## src/rtl/pipe_trace_monitor.sv

```systemverilog
// Event counters and retire-trace FIFO tapping a 5-stage pipeline's WB, hazard and forwarding signals.
// Define TRACE_RD_FILTER_EN to trace only register-writing instructions with rd != x0.
module pipe_trace_monitor #(
  parameter int unsigned XLEN        = 64,
  parameter int unsigned TRACE_DEPTH = 16,
  parameter int unsigned CNT_WIDTH   = 32
) (
  input  logic                         clk,
  input  logic                         reset,
  input  logic                         enable,
  input  logic                         clear,
  input  logic                         stall,
  input  logic                         branch_taken,
  input  logic [1:0]                   forward_a,
  input  logic [1:0]                   forward_b,
  input  logic                         wb_valid,
  input  logic                         wb_regwrite,
  input  logic [4:0]                   wb_rd,
  input  logic [XLEN-1:0]              wb_pc,
  input  logic [XLEN-1:0]              wb_data,
  input  logic [2:0]                   cnt_sel,
  output logic [CNT_WIDTH-1:0]         cnt_out,
  output logic                         trc_valid,
  input  logic                         trc_ready,
  output logic [XLEN-1:0]              trc_pc,
  output logic [4:0]                   trc_rd,
  output logic [XLEN-1:0]              trc_data,
  output logic [$clog2(TRACE_DEPTH):0] trc_count,
  output logic                         trc_overflow
);

  localparam int unsigned AW   = $clog2(TRACE_DEPTH);
  localparam int unsigned CW   = AW + 1;
  localparam int unsigned NCNT = 7;
  localparam int unsigned C_CYCLES  = 0;
  localparam int unsigned C_RETIRED = 1;
  localparam int unsigned C_STALLS  = 2;
  localparam int unsigned C_FLUSHES = 3;
  localparam int unsigned C_EXMEM   = 4;
  localparam int unsigned C_MEMWB   = 5;
  localparam int unsigned C_DROPPED = 6;

  logic [CNT_WIDTH-1:0] r_cnt [NCNT];
  logic [1:0]           w_inc [NCNT];

  logic [XLEN-1:0] r_mem_pc   [TRACE_DEPTH];
  logic [4:0]      r_mem_rd   [TRACE_DEPTH];
  logic [XLEN-1:0] r_mem_data [TRACE_DEPTH];
  logic [AW-1:0]   r_wptr;
  logic [AW-1:0]   r_rptr;
  logic [CW-1:0]   r_count;
  logic            r_overflow;

  logic w_empty;
  logic w_full;
  logic w_push_req;
  logic w_push;
  logic w_pop;
  logic w_drop;

  assign w_empty = (r_count == CW'(0));
  assign w_full  = (r_count == CW'(TRACE_DEPTH));

`ifdef TRACE_RD_FILTER_EN
  assign w_push_req = !clear && enable && wb_valid && wb_regwrite && (wb_rd != 5'd0);
`else
  logic w_unused_regwrite;
  assign w_unused_regwrite = wb_regwrite;
  assign w_push_req = !clear && enable && wb_valid;
`endif

  // A full FIFO still accepts a push when the head leaves on the same edge.
  assign w_pop  = !clear && !w_empty && trc_ready;
  assign w_push = w_push_req && (!w_full || w_pop);
  assign w_drop = w_push_req && w_full && !w_pop;

  function automatic logic [CNT_WIDTH-1:0] sat_add(input logic [CNT_WIDTH-1:0] a,
                                                   input logic [1:0] b);
    logic [CNT_WIDTH:0] s;
    s = {1'b0, a} + {{(CNT_WIDTH - 1) {1'b0}}, b};
    return s[CNT_WIDTH] ? '1 : s[CNT_WIDTH-1:0];
  endfunction

  always_comb begin
    for (int i = 0; i < NCNT; i++) w_inc[i] = 2'd0;
    w_inc[C_CYCLES]  = 2'd1;
    w_inc[C_RETIRED] = {1'b0, wb_valid};
    w_inc[C_STALLS]  = {1'b0, stall};
    w_inc[C_FLUSHES] = {1'b0, branch_taken};
    w_inc[C_EXMEM]   = {1'b0, forward_a == 2'b10} + {1'b0, forward_b == 2'b10};
    w_inc[C_MEMWB]   = {1'b0, forward_a == 2'b01} + {1'b0, forward_b == 2'b01};
    w_inc[C_DROPPED] = {1'b0, w_drop};
  end

  always_ff @(posedge clk or negedge reset) begin
    if (!reset) begin
      for (int i = 0; i < NCNT; i++) r_cnt[i] <= '0;
    end else if (clear) begin
      for (int i = 0; i < NCNT; i++) r_cnt[i] <= '0;
    end else if (enable) begin
      for (int i = 0; i < NCNT; i++) r_cnt[i] <= sat_add(r_cnt[i], w_inc[i]);
    end
  end

  always_ff @(posedge clk or negedge reset) begin
    if (!reset) begin
      r_wptr     <= '0;
      r_rptr     <= '0;
      r_count    <= '0;
      r_overflow <= 1'b0;
    end else if (clear) begin
      r_wptr     <= '0;
      r_rptr     <= '0;
      r_count    <= '0;
      r_overflow <= 1'b0;
    end else begin
      if (w_push) r_wptr <= r_wptr + AW'(1);
      if (w_pop)  r_rptr <= r_rptr + AW'(1);
      if (w_push && !w_pop)      r_count <= r_count + CW'(1);
      else if (!w_push && w_pop) r_count <= r_count - CW'(1);
      if (w_drop) r_overflow <= 1'b1;
    end
  end

  // Storage needs no reset; reads are masked while the FIFO is empty.
  always_ff @(posedge clk) begin
    if (w_push) begin
      r_mem_pc[r_wptr]   <= wb_pc;
      r_mem_rd[r_wptr]   <= wb_rd;
      r_mem_data[r_wptr] <= wb_data;
    end
  end

  always_comb begin
    cnt_out = '0;
    case (cnt_sel)
      3'd0:    cnt_out = r_cnt[C_CYCLES];
      3'd1:    cnt_out = r_cnt[C_RETIRED];
      3'd2:    cnt_out = r_cnt[C_STALLS];
      3'd3:    cnt_out = r_cnt[C_FLUSHES];
      3'd4:    cnt_out = r_cnt[C_EXMEM];
      3'd5:    cnt_out = r_cnt[C_MEMWB];
      3'd6:    cnt_out = r_cnt[C_DROPPED];
      default: cnt_out = '0;
    endcase
  end

  assign trc_valid    = !w_empty;
  assign trc_pc       = w_empty ? '0 : r_mem_pc[r_rptr];
  assign trc_rd       = w_empty ? '0 : r_mem_rd[r_rptr];
  assign trc_data     = w_empty ? '0 : r_mem_data[r_rptr];
  assign trc_count    = r_count;
  assign trc_overflow = r_overflow;

endmodule

```

## config.mk

```make
export PLATFORM = sky130hd
export DESIGN_NAME = pipe_trace_monitor
export DESIGN_NICKNAME = d
export VERILOG_FILES = /design/src/rtl/pipe_trace_monitor.sv
export SDC_FILE = /design/constraint.sdc
export NUM_CORES = 2
export LEC_CHECK = 0
export ABC_CLOCK_PERIOD_IN_PS = 14200
export CAP_MARGIN = 20
export CORE_ASPECT_RATIO = 1.25
export CORE_MARGIN = 2
export CORE_UTILIZATION = 40
export CTS_BUF_LIST = sky130_fd_sc_hd__clkbuf_4 sky130_fd_sc_hd__clkbuf_8
export DETAILED_ROUTE_END_ITERATION = 10
export SYNTH_ARGS = -nofsm -noshare
export SYNTH_HDL_FRONTEND = slang
export SYNTH_SLANG_ARGS = --single-unit
```

## constraint.sdc

```tcl
create_clock -name clk -period 14.2 [get_ports clk]
set_clock_uncertainty 0.05 [all_clocks]
set_input_delay 4.26 -clock clk [delete_from_list [all_inputs] [get_ports clk]]
set_output_delay 4.26 -clock clk [all_outputs]
set_load 0.01 [all_outputs]
```

==> out/qor.yml <==
clocking:
  clk_latency_ps: 970
  cts_tree: "yes"
  hold_buffers: 0
  h-tree-depth: 5
  numCtsBuffers: 378
  post-cts-setup-buffers: 0
  clk_pin_slew_worst_paths_ps: 60
  root_buffer: "clkbuf_8"
  clock_sinks: 2366
  clock_path_buffers: 4
  post_cts_resized: 0
final_layout:
  synthToLayoutAreaGrowth_pct: 14.70
  mostFrequentLayoutCells: "2128 x edfxtp_1, 667 x mux4_2, 394 x clkbuf_8"
  final_nets: 5554
  fin_util_pct: 46.19
  drive_gt1_share_pct: 24.98
  design_area_sq_mm: 0.1099
  final_common_cell: "edfxtp_1"
sta:
  max_freq_mhz: 84.43
  hold_ws_ps: 427.6
  finalHoldViolations: 0
  setup_viol: 0
  finalMaxSlewViolations: 0
  fin_crit_sh_pct: 83.41
  fin_crit_ps: 11840
  slew_headroom_pct: 25.66
  worst_pin_slew_ps: 1115
  rsz0062_at_grt: "false"
global_routing:
  grt_max_degree: 120
  overflow: 0
  grt_pass1_wl_um: 366900
  grt_usage_pct: 20.58
  antenna_found_initial: 49
  grt_pass1_vias: 52760
logic_synthesis:
  syn_inst: 4877
  syn-num-nets: 5049
  seq_area_frac_synth_pct: 72.90
  synth-compound-area-share_pct: 3.558
  synth_edf_count: 2128
  ys_seq_elements: 2366
  synth_top_family_by_area: "multiplexers"
  syn_area_per_cell_sq_um: 19.65
  ys_types: 87
  synthAdderAreaFrac_pct: 0.3238
  synth_ff_type: "edfxtp_1"
  synth-xor-area-share_pct: 0.08226
  yosys.area_share.simple_pct: 5.415
  syn-cell-area_sq_mm: 0.09583
  ys_warn_count: 0
  synth_mux_area_share_pct: 16.28
  async_reset_ff_share_pct: 10.06
die:
  rows: 200
  core-area_sq_mm: 0.2380
  design.die.area_sq_mm: 0.2435
  initial_utilization_pct: 40.27
  die_y_um: 551.2
  die_x_um: 441.8
  top_level_ports: 321
routing:
  drtIter0Drc: 4550
  drc: 0
  totalWireLength_um: 253800
  vias_per_cell: 5.791
  antenna_left: 0
  routedWlPerCell_um: 28.81
  drt-pass1-iter-count: 8
  vias: 51020
pwr:
  pwr-share-comb_pct: 18.6
  internal_power_uw: 12200
  p_sw_uw: 4228
  irDropWorstVdd_v: 0.0001291
  clkPwrFrac_pct: 34.6
  leakage_uw: 0.03458
  power_density_mw_per_mm2: 149.4
  swShare_pct: 25.74
  seq_power_share_pct: 46.8
setup_path:
  critPathKind: "input port to output pin"
  cp.arrival_ps: 7530
  critPathRequiredTime_ps: 9890
  end_kind: "output pin"
  crit_path_start_kind: "input port"
  path_max_fanout: 38
place:
  placed_area_sq_mm: 0.1026
  io_buffers: 319
  hpwlAfterDp_um: 137500
  gp_congestion: 0.9498
outcome:
  status: "finished clean"
min_path:
  min_path_type: "flop to flop"
run:
  maxCapViolations: 0
## final cells by class
type | instances | area, sq um
tap | 3131 | 3918
inverter | 37 | 138.9
sequential | 2366 | 69870
multi-input combinational | 2181 | 24660
antenna | 13 | 32.53
timing repair buffer | 418 | 4041
clock inverter | 152 | 943.4
fill | 19930 | 128100
clock buffer | 511 | 6301
## logic make-up after synthesis
kind of cell	Yosys count
and+or+nand+nor	936
DFF	2366
AOI/OAI and AO/OA	490
adders and majority gates	23
buffers and inverters	330
xor gates and xnor gates	9
muxes	723
## layer usage
metal	vias to the layer above	global-route usage (%)	share of wire, %
met3	506	4.401	6.4
met5	-	0	0.10
li1	21530	-	-
met2	1770	34.51	50
met1	27170	26.19	40
met4	40	8.269	4.1
## power by group through the flow
stage                     registers, uW  clock network [uW]  logic (uW)
after floorplan                    7790                   0        1840
after global placement             7830                   0        3120
after detailed placement           7830                   0        3130
after CTS                          7690                5840        3150
after global routing               7690                6110        3270
final                              7690                5680        3060
## registers in the layout, summed over array words and instances (netlist names)
signal        cells
r_rptr            4
r_mem_rd         80
trc_count         5
r_cnt           224
r_mem_data     1024
r_mem_pc       1024
r_wptr            4
trc_overflow      1
## critical path, stage by stage
cell and delay [ps]:
clkdlybuf4s50_1 400, buf_4 270, inv_1 810, nor2_1 270, buf_6 240, a221oi_1 320
a21oi_1 140, a221o_1 320, clkdlybuf4s50_1 480
## through the flow
step	worst slack [ps]	TNS, ps	power [uW]	cells
after detailed placement	2029	0	10960	8129
final	2355	0	16420	8809
after global placement	1939	0	10950	8129
after floorplan	-1018	-541560	9629	4877
after global routing	2216	0	17070	8802
after CTS	2021	0	16670	8792
## cells in the mapped netlist (49+ instances only)
cell / number / area share [%]
nor3_1: 116 / 0.61
a31oi_1: 84 / 0.55
and2_1: 167 / 1.1
o21ai_0: 57 / 0.30
and3_1: 69 / 0.45
nand3_1: 71 / 0.37
a21oi_1: 109 / 0.57
and4_1: 49 / 0.45
clkbuf_1: 217 / 0.85
dfrtp_1: 238 / 6.2
a211oi_1: 50 / 0.39
mux4_2: 667 / 16
nand2_1: 85 / 0.33
nor2_1: 198 / 0.78
edfxtp_1: 2128 / 67
nand4_1: 52 / 0.34
## path summary, 6_finish.rpt
kind | start | cells after the start | endpoint | slack (ps)
min | trc_overflow$_DFFE_PN0P_ | 1 | trc_overflow$_DFFE_PN0P_ | 430
min reg2reg | trc_overflow$_DFFE_PN0P_ | 1 | trc_overflow$_DFFE_PN0P_ | 430
max in group asynchronous | reset | 3 | r_cnt[71]$_DFFE_PN0P_ | 9140
max | cnt_sel[1] | 9 | cnt_out[16] | 2360
min in group asynchronous | reset | 1 | r_cnt[102]$_DFFE_PN0P_ | 3190
max reg2reg | trc_count[1]$_DFFE_PN0P_ | 9 | r_cnt[17]$_DFFE_PN0P_ | 9690
Note: power is estimated with default switching activity, not from simulation.
